**config.mk**
```make
export PLATFORM = sky130hd
export DESIGN_NAME = ex_muldiv_unit
export DESIGN_NICKNAME = d
export VERILOG_FILES = /design/src/rtl/ex_muldiv_unit.sv
export SDC_FILE = /design/constraint.sdc
export NUM_CORES = 1
export LEC_CHECK = 0
export ABC_AREA = 1
export BUFFER_PORTS_ARGS = -buffer_cell sky130_fd_sc_hd__buf_4
export CAP_MARGIN = 20
export CORE_ASPECT_RATIO = 0.9
export CORE_MARGIN = 10
export CORE_UTILIZATION = 33
export CTS_CLUSTER_SIZE = 14
export DETAILED_ROUTE_END_ITERATION = 12
export PLACE_DENSITY = 0.56
export SYNTH_ARGS = -nofsm -noshare
export SYNTH_HDL_FRONTEND = slang
export SYNTH_SLANG_ARGS = --single-unit
```
**constraint.sdc**
```tcl
create_clock -name clk -period 5.3 [get_ports clk]
set_input_delay 1.06 -clock clk [delete_from_list [all_inputs] [get_ports clk]]
set_output_delay 1.06 -clock clk [all_outputs]
set_load 0.05 [all_outputs]
```
**src/rtl/ex_muldiv_unit.sv**
```systemverilog
// Iterative RV32M multiply/divide unit for the EX stage.
// Radix-2 shift-add multiply and restoring shift-subtract divide share one
// hi/lo register pair; one bit is processed per cycle and the signed result
// is fixed up on the final iteration into a registered result.
module ex_muldiv_unit #(
    parameter int XLEN = 32
) (
    input  logic            clk,
    input  logic            reset,
    input  logic            start_i,
    input  logic [2:0]      funct3_i,
    input  logic [XLEN-1:0] a_i,
    input  logic [XLEN-1:0] b_i,
    input  logic            flush_i,
    output logic            stall_o,
    output logic            busy_o,
    output logic            done_o,
    output logic [XLEN-1:0] result_o
);

    localparam int CNT_W = $clog2(XLEN) + 1;
    localparam logic [CNT_W-1:0] LAST_CNT = CNT_W'(XLEN - 1);
    localparam logic [XLEN-1:0]  ONE      = XLEN'(1);
    localparam logic [XLEN-1:0]  INT_MIN  = {1'b1, {(XLEN-1){1'b0}}};

    typedef enum logic [1:0] {IDLE, BUSY, DONE} state_t;

    state_t            state, state_nxt;
    logic [CNT_W-1:0]  count;
    logic [2:0]        op;
    logic [XLEN-1:0]   hi, lo, opnd;
    logic              neg;
    logic              special;
    logic [XLEN-1:0]   special_val;

    // two's complement negation when n is set, XLEN wide
    function automatic logic [XLEN-1:0] cneg(input logic [XLEN-1:0] v, input logic n);
        return n ? (~v + ONE) : v;
    endfunction

    // two's complement negation when n is set, 2*XLEN wide product
    function automatic logic [2*XLEN-1:0] cneg_wide(input logic [2*XLEN-1:0] v, input logic n);
        return n ? (~v + {{XLEN{1'b0}}, ONE}) : v;
    endfunction

    // operand decode at start: signedness, magnitudes, result sign, special cases
    logic            a_sgn, b_sgn, a_neg, b_neg, neg_start;
    logic [XLEN-1:0] a_mag, b_mag;
    logic            div_zero, div_ovf;
    logic            accept, last_iter;

    assign a_sgn     = (funct3_i == 3'd1) || (funct3_i == 3'd2) || (funct3_i == 3'd4) || (funct3_i == 3'd6);
    assign b_sgn     = (funct3_i == 3'd1) || (funct3_i == 3'd4) || (funct3_i == 3'd6);
    assign a_neg     = a_sgn & a_i[XLEN-1];
    assign b_neg     = b_sgn & b_i[XLEN-1];
    assign a_mag     = cneg(a_i, a_neg);
    assign b_mag     = cneg(b_i, b_neg);
    // REM takes the dividend's sign; everything else signs by a^b (zero for unsigned ops)
    assign neg_start = (funct3_i[2] & funct3_i[1]) ? a_neg : (a_neg ^ b_neg);
    assign div_zero  = funct3_i[2] && (b_i == '0);
    assign div_ovf   = funct3_i[2] && !funct3_i[0] && (a_i == INT_MIN) && (b_i == '1);

    assign accept    = (state == IDLE) && start_i && !flush_i;
    assign last_iter = (state == BUSY) && !flush_i && (count == LAST_CNT);

    // one iteration step of the shared datapath
    logic [XLEN:0]   mul_sum, div_shift, div_diff;
    logic            div_ok;
    logic [XLEN-1:0] hi_nxt, lo_nxt, res_nxt;
    logic [2*XLEN-1:0] prod_s;

    always_comb begin
        mul_sum   = {1'b0, hi} + {1'b0, (lo[0] ? opnd : '0)};
        div_shift = {hi, lo[XLEN-1]};
        div_diff  = div_shift - {1'b0, opnd};
        div_ok    = ~div_diff[XLEN];
        if (op[2]) begin
            hi_nxt = div_ok ? div_diff[XLEN-1:0] : div_shift[XLEN-1:0];
            lo_nxt = {lo[XLEN-2:0], div_ok};
        end else begin
            hi_nxt = mul_sum[XLEN:1];
            lo_nxt = {mul_sum[0], lo[XLEN-1:1]};
        end
        prod_s = cneg_wide({hi_nxt, lo_nxt}, neg);
        if (special)
            res_nxt = special_val;
        else if (op[2])
            res_nxt = op[1] ? cneg(hi_nxt, neg) : cneg(lo_nxt, neg);
        else if (op == 3'd0)
            res_nxt = prod_s[XLEN-1:0];
        else
            res_nxt = prod_s[2*XLEN-1:XLEN];
    end

    // state register
    always_ff @(posedge clk) begin
        if (reset) state <= IDLE;
        else       state <= state_nxt;
    end

    // next-state logic
    always_comb begin
        state_nxt = state;
        case (state)
            IDLE:    if (accept) state_nxt = BUSY;
            BUSY:    if (flush_i) state_nxt = IDLE;
                     else if (count == LAST_CNT) state_nxt = DONE;
            DONE:    state_nxt = IDLE;
            default: state_nxt = IDLE;
        endcase
    end

    // operand latch at accept, iteration while busy, result capture on the last step
    always_ff @(posedge clk) begin
        if (reset) begin
            count       <= '0;
            op          <= '0;
            hi          <= '0;
            lo          <= '0;
            opnd        <= '0;
            neg         <= 1'b0;
            special     <= 1'b0;
            special_val <= '0;
            result_o    <= '0;
        end else if (accept) begin
            count       <= '0;
            op          <= funct3_i;
            hi          <= '0;
            lo          <= funct3_i[2] ? a_mag : b_mag;
            opnd        <= funct3_i[2] ? b_mag : a_mag;
            neg         <= neg_start;
            special     <= div_zero | div_ovf;
            if (div_zero)
                special_val <= funct3_i[1] ? a_i : '1;
            else
                special_val <= funct3_i[1] ? '0 : a_i;
        end else if ((state == BUSY) && !flush_i) begin
            count <= count + CNT_W'(1);
            hi    <= hi_nxt;
            lo    <= lo_nxt;
            if (last_iter) result_o <= res_nxt;
        end
    end

    assign busy_o  = (state != IDLE);
    assign done_o  = (state == DONE);
    assign stall_o = accept || (state == BUSY);

endmodule
```
==> flow_summary.toml, run 1 <==
[status]
status = "finished clean"

[sta]
fin_skew_ns = 0.0116
grt_setup_unrepaired = "false"
setup_tns_ns = 0
slew_viol_final = 0
fin_hold_ws_ns = 0.467
setup_viol = 0
layout_min_cycle_time_ns = 4.54
relSlewSlack = 0.274
hold_viol_final = 0
worst_slew_pin_slew_ns = 1.08
min_period_over_period = 0.857
clock.fmax_mhz = 220

[critical_path]
crit_family = "simple AND/OR/NAND/NOR gates"
cp_max_fo = 9
worstSetupStartpointType = "register"
crit_type = "register to register"
slowest_stage = "fa_1"
r2r-end = "result_o[26]$_SDFFE_PP0P_"
cp.required_ns = 5.65
r2r_cells = 34
r2r_start = "lo[31]$_SDFFE_PP0P_"
cpPeakStageDelay_ns = 0.41
rrSetupSlack_ns = 0.76
worstPathArrival_ns = 4.89
critPathBufInv = 4
setup.worst_path.end_class = "register"

[clock_network]
postCtsHoldBufs = 0
cts_made_buffers = 17
cts_resized = 0
post_cts_buffers = 0
cts_sinks = 173
ctsHtreeMaxLevel = 4
cts.path.max_buffers = 2
cts_tree = "built"
clk_pin_slew_worst_paths_ns = 0.07
clk_latency_ns = 0.50
root_buffer = "clkbuf_16"

[placed_design]
detailed_place_hpwl_mm = 71.8
portBuffers = 105
dp_cells = 4146
place_congestion = 1.01

[global_route]
grt_max_degree = 68
busiest_layer = "met1"
grtUsageMet3 = 0.0488
grt_first_pass_wirelength_mm = 129
grt_use_total = 0.252
grt_pass1_vias = 19919
gr-usage-met2 = 0.356
grtUsageMet1 = 0.364
grt_antenna_before_repair = 2
grt_overflow_total = 0

[power_and_ir_drop]
power.leakage_nw = 10.7
p_per_area_nw_per_um2 = 247
power_mw = 5.25
ir_worst_vdd_mv = 0.186

[synth]
syn_inst = 3359
synth_xor_area_frac = 0.0491
yosys.area_share.adder = 0.0480
synth_top_cells_by_count = "nand2_1, inv_1, nor2_1, nand3_1, a21oi_1"
synth-edff-count = 0
synth.distinct_cells = 61
yosys_warnings = 0
async_reset_ff_frac = 0
synth_simple_gate_area_frac = 0.385
synth-compound-area-share = 0.196
synth_area_per_cell_um2 = 5.68
synth_top_cell_by_area = "dfxtp_1"
synthesis.area_um2 = 19100
synthMuxAreaShare = 0
yosys.cell_count.top_type = "nand2_1"
synth-seq-cells = 173
ys.flop_type = "dfxtp_1"
syn-num-nets = 3502
synth_top_family_by_area = "simple AND/OR/NAND/NOR gates"
netlist_top_cells_area = "dfxtp_1, nand2_1, inv_1"
synth_top_area_frac = 0.182
yosysSeqAreaShare = 0.182

[detailed_routing]
finalWirelength_mm = 88.5
drt_pass1_iterations = 6
vias = 22527
drt_iter0_drc = 3102
drc = 0
via_per_inst = 5.39
routedWlPerCell_um = 21.2
postRouteAntennaNets = 0

[floorplan]
die_y_um = 248
die-area_um2 = 67800
fp.dieW_um = 273
core-area_um2 = 57100
io_pins = 106
floorplan.initialDensity = 0.334
num_rows = 83

[flow_run]
max_cap_violations = 0

[worst_hold_path]
hp-start = "result_o[31]$_SDFFE_PP0P_"
hp-class = "register to register"
min_path_cells = 2
holdPathEnd = "result_o[31]$_SDFFE_PP0P_"

[layout]
fin_cells = 4179
fin_nets = 3543
area_growth_pct = 11.3
drive_above_1_share = 0.0964
layout make-up:
class / instances / area (µm²)
fillers: 6485 / 35900
clock buffers: 18 / 429
inverters: 552 / 2070
multi-input cells: 2504 / 12900
clock inverters: 14 / 189
diodes: 1 / 2.50
well taps: 765 / 957
repair buffers: 152 / 1170
flip-flops and latches: 173 / 3470
kinds of logic (layout without fill, tap and decap cells):
family	after synthesis	in the layout
simple gates	1682	1682
flops	173	173
xor+xnor	107	107
other cells	0	1
buf+inv	682	736
compound gates	643	643
fa+ha+maj	72	72
worst reg2reg max path: cells and delay by family, from the launching register on:
family | cells | cell delay, ns
flops | 1 | 0.31
simple gates | 26 | 2.82
compound gates | 1 | 0.07
fa+ha+maj | 3 | 0.83
buf+inv | 4 | 0.39
worst max-delay path by stage:
stage / endpoint / startpoint / slack [ns] / depth (start not counted)
after CTS: result_o[26]$_SDFFE_PP0P_ / lo[31]$_SDFFE_PP0P_ / 0.78 / 34
after floorplan: result_o[14]$_SDFFE_PP0P_ / lo[31]$_SDFFE_PP0P_ / 1.27 / 33
after detailed placement: result_o[14]$_SDFFE_PP0P_ / lo[31]$_SDFFE_PP0P_ / 0.80 / 32
after global routing: result_o[22]$_SDFFE_PP0P_ / lo[31]$_SDFFE_PP0P_ / 0.25 / 34
after global placement: result_o[26]$_SDFFE_PP0P_ / lo[31]$_SDFFE_PP0P_ / 0.90 / 34
final: result_o[26]$_SDFFE_PP0P_ / lo[31]$_SDFFE_PP0P_ / 0.76 / 34
where the power goes:
| group | internal [mW] | total [mW] | switching, mW |
|---|---|---|---|
| registers | 1.35 | 1.41 | 0.0565 |
| logic | 0.698 | 2.43 | 1.74 |
| clock network | 0.788 | 1.41 | 0.618 |
| total | 2.84 | 5.25 | 2.41 |
per-layer routing:
layer | share of wire | wire (µm) | vias up
li1 | - | - | 10893
met1 | 0.46 | 40900 | 10472
met2 | 0.40 | 35700 | 1006
met3 | 0.093 | 8240 | 152
met4 | 0.041 | 3610 | 4
met5 | 0.00041 | 36 | -
layout by cell type, fill, tap and decap left out, types with 30 or more instances in the layout:
cell type	netlist	final
a21oi_1	242	242
buf_4	3	150
dfxtp_1	173	171
ha_1	70	70
inv_1	534	533
nand2_1	919	919
nand2_2	54	54
nand3_1	248	248
nand4_1	41	41
nor2_1	286	283
nor3_1	44	44
o21ai_0	212	212
o22ai_1	30	30
xor2_1	87	87
stage by stage:
step | util | area [µm²] | worst slack (ns)
final | 0.372 | 21200 | 0.759
after global routing | 0.372 | 21200 | 0.246
after CTS | 0.372 | 21200 | 0.785
after detailed placement | 0.361 | 20600 | 0.803
after global placement | 0.361 | 20600 | 0.903
after floorplan | - | 19100 | 1.27
sequential cells by signal, summed over array words and instances, names as in the netlist:
| register | cells |
|---|---|
| count | 6 |
| hi | 32 |
| lo | 32 |
| neg | 1 |
| op | 3 |
| opnd | 32 |
| result_o | 32 |
| special | 1 |
| special_val | 32 |
| state | 2 |
Power figures use the tool's default switching activity.
==> run 2: changes to the inputs <==
Clock period 5.3 ns to 5.8 ns, I/O delays scaled along.
==> run 2 against run 1 <==
Compared with the run above: maximum frequency down 6.8%; setup slack better by 0.17 ns; total power is 11% lower; cell area shrank 0.88%; routed wire length shrank 1.9%; hold slack improved by 0.00060 ns; largest cell class unchanged.
==> flow_summary.toml, run 2 (synthesized netlist as in run 1, its figures left out) <==
[status]
status = "finished clean"

[power_and_ir_drop]
ir_worst_vdd_mv = 0.217
power.leakage_nw = 10.6
power_mw = 4.69
p_per_area_nw_per_um2 = 223

[detailed_routing]
vias = 22248
finalWirelength_mm = 86.8
drt_pass1_iterations = 6
drc = 0
drt_iter0_drc = 2927
postRouteAntennaNets = 0
routedWlPerCell_um = 20.9
via_per_inst = 5.35

[global_route]
grt_max_degree = 88
grt_pass1_vias = 19770
grt_use_total = 0.247
grt_first_pass_wirelength_mm = 127
grt_overflow_total = 0
grt_antenna_before_repair = 1

[sta]
layout_min_cycle_time_ns = 4.87
clock.fmax_mhz = 205
worst_slew_pin_slew_ns = 1.00
setup_viol = 0
relSlewSlack = 0.324
fin_skew_ns = 0.0104
finalWorstSetupSlack_ns = 0.929
min_period_over_period = 0.840
slew_viol_final = 0
fin_hold_ws_ns = 0.467
setup_tns_ns = 0
grt_setup_unrepaired = "false"
hold_viol_final = 0

[critical_path]
cpPeakStageDelay_ns = 0.42
setup.worst_path.end_class = "register"
slowest_stage = "fa_1"
worstPathArrival_ns = 5.20
worstSetupStartpointType = "register"
crit_top_cell = "nand2_2"
rrSetupSlack_ns = 0.93
crit_type = "register to register"
cp.required_ns = 6.13
cp_max_fo = 31
r2r-end = "result_o[14]$_SDFFE_PP0P_"
r2r_start = "lo[31]$_SDFFE_PP0P_"
r2r_cells = 32

[worst_hold_path]
min_path_cells = 2
hp-start = "result_o[25]$_SDFFE_PP0P_"
holdPathEnd = "result_o[25]$_SDFFE_PP0P_"
hp-class = "register to register"

[placed_design]
dp_cells = 4128
pre_cts_slack_ns = 1.02
detailed_place_hpwl_mm = 70.0
place_congestion = 1.02
placed_area_um2 = 20500
portBuffers = 105

[clock_network]
cts_resized = 0
clk_latency_ns = 0.49
postCtsHoldBufs = 0
cts.path.max_buffers = 2
cts_made_buffers = 17
cts_sinks = 173
clk_pin_slew_worst_paths_ns = 0.06
post_cts_buffers = 0
cts_tree = "built"
ctsHtreeMaxLevel = 4
root_buffer = "clkbuf_16"

[layout]
antenna-diode-count = 0
fin_cells = 4159
area_growth_pct = 10.4
final_cell_area_um2 = 21000
drive_above_1_share = 0.0910
final_common_cell = "nand2_1"
num-fill-cells = 6556
fin_nets = 3525
layout_common_cells = "nand2_1, inv_1, nor2_1"
fin_util = 0.368

[floorplan]
die-area_um2 = 67800
core-area_um2 = 57100
die_y_um = 248
num_rows = 83
fp.dieW_um = 273
io_pins = 106
floorplan.initialDensity = 0.334

[flow_run]
max_cap_violations = 0
run 2: worst max-delay path by stage:
stage,end,start,cells past startpoint
after floorplan,result_o[14]$_SDFFE_PP0P_,lo[31]$_SDFFE_PP0P_,33
after global routing,result_o[14]$_SDFFE_PP0P_,lo[31]$_SDFFE_PP0P_,32
after detailed placement,result_o[26]$_SDFFE_PP0P_,lo[31]$_SDFFE_PP0P_,34
final,result_o[14]$_SDFFE_PP0P_,lo[31]$_SDFFE_PP0P_,32
after global placement,result_o[18]$_SDFFE_PP0P_,lo[31]$_SDFFE_PP0P_,34
after CTS,result_o[14]$_SDFFE_PP0P_,lo[31]$_SDFFE_PP0P_,32
run 2: report_power, final:
| part | leakage, nW | internal [mW] | switching [mW] |
|---|---|---|---|
| sequential | 1.41 | 1.23 | 0.0546 |
| combinational | 8.91 | 0.621 | 1.57 |
| clock | 0.294 | 0.679 | 0.533 |
run 2: per-layer routing:
| metal | routed length, µm | up-vias | share of wire | global-route usage |
|---|---|---|---|---|
| met5 | 13 | - | 0.00015 | 0 |
| met4 | 2830 | 2 | 0.033 | 0.0867 |
| met2 | 35800 | 1103 | 0.41 | 0.357 |
| met3 | 8090 | 111 | 0.093 | 0.0425 |
| li1 | - | 10841 | - | - |
| met1 | 40100 | 10191 | 0.46 | 0.361 |
run 2: cell type report:
cell class | instances | area [µm²] | area share
clock inverter | 8 | 105 | 0.00499
multi-input combinational | 2504 | 12900 | 0.615
tap | 765 | 957 | 0.0455
sequential | 173 | 3470 | 0.165
timing repair buffer | 134 | 1010 | 0.0478
inverter | 552 | 2070 | 0.0984
clock buffer | 23 | 488 | 0.0232
run 2: critical path, delay by kind of cell (launching register included):
kind | cells | cell delay [ns]
flops | 1 | 0.31
buf+inv | 4 | 0.40
compound gates | 4 | 0.44
fa+ha+maj | 3 | 0.82
simple gates | 21 | 2.75
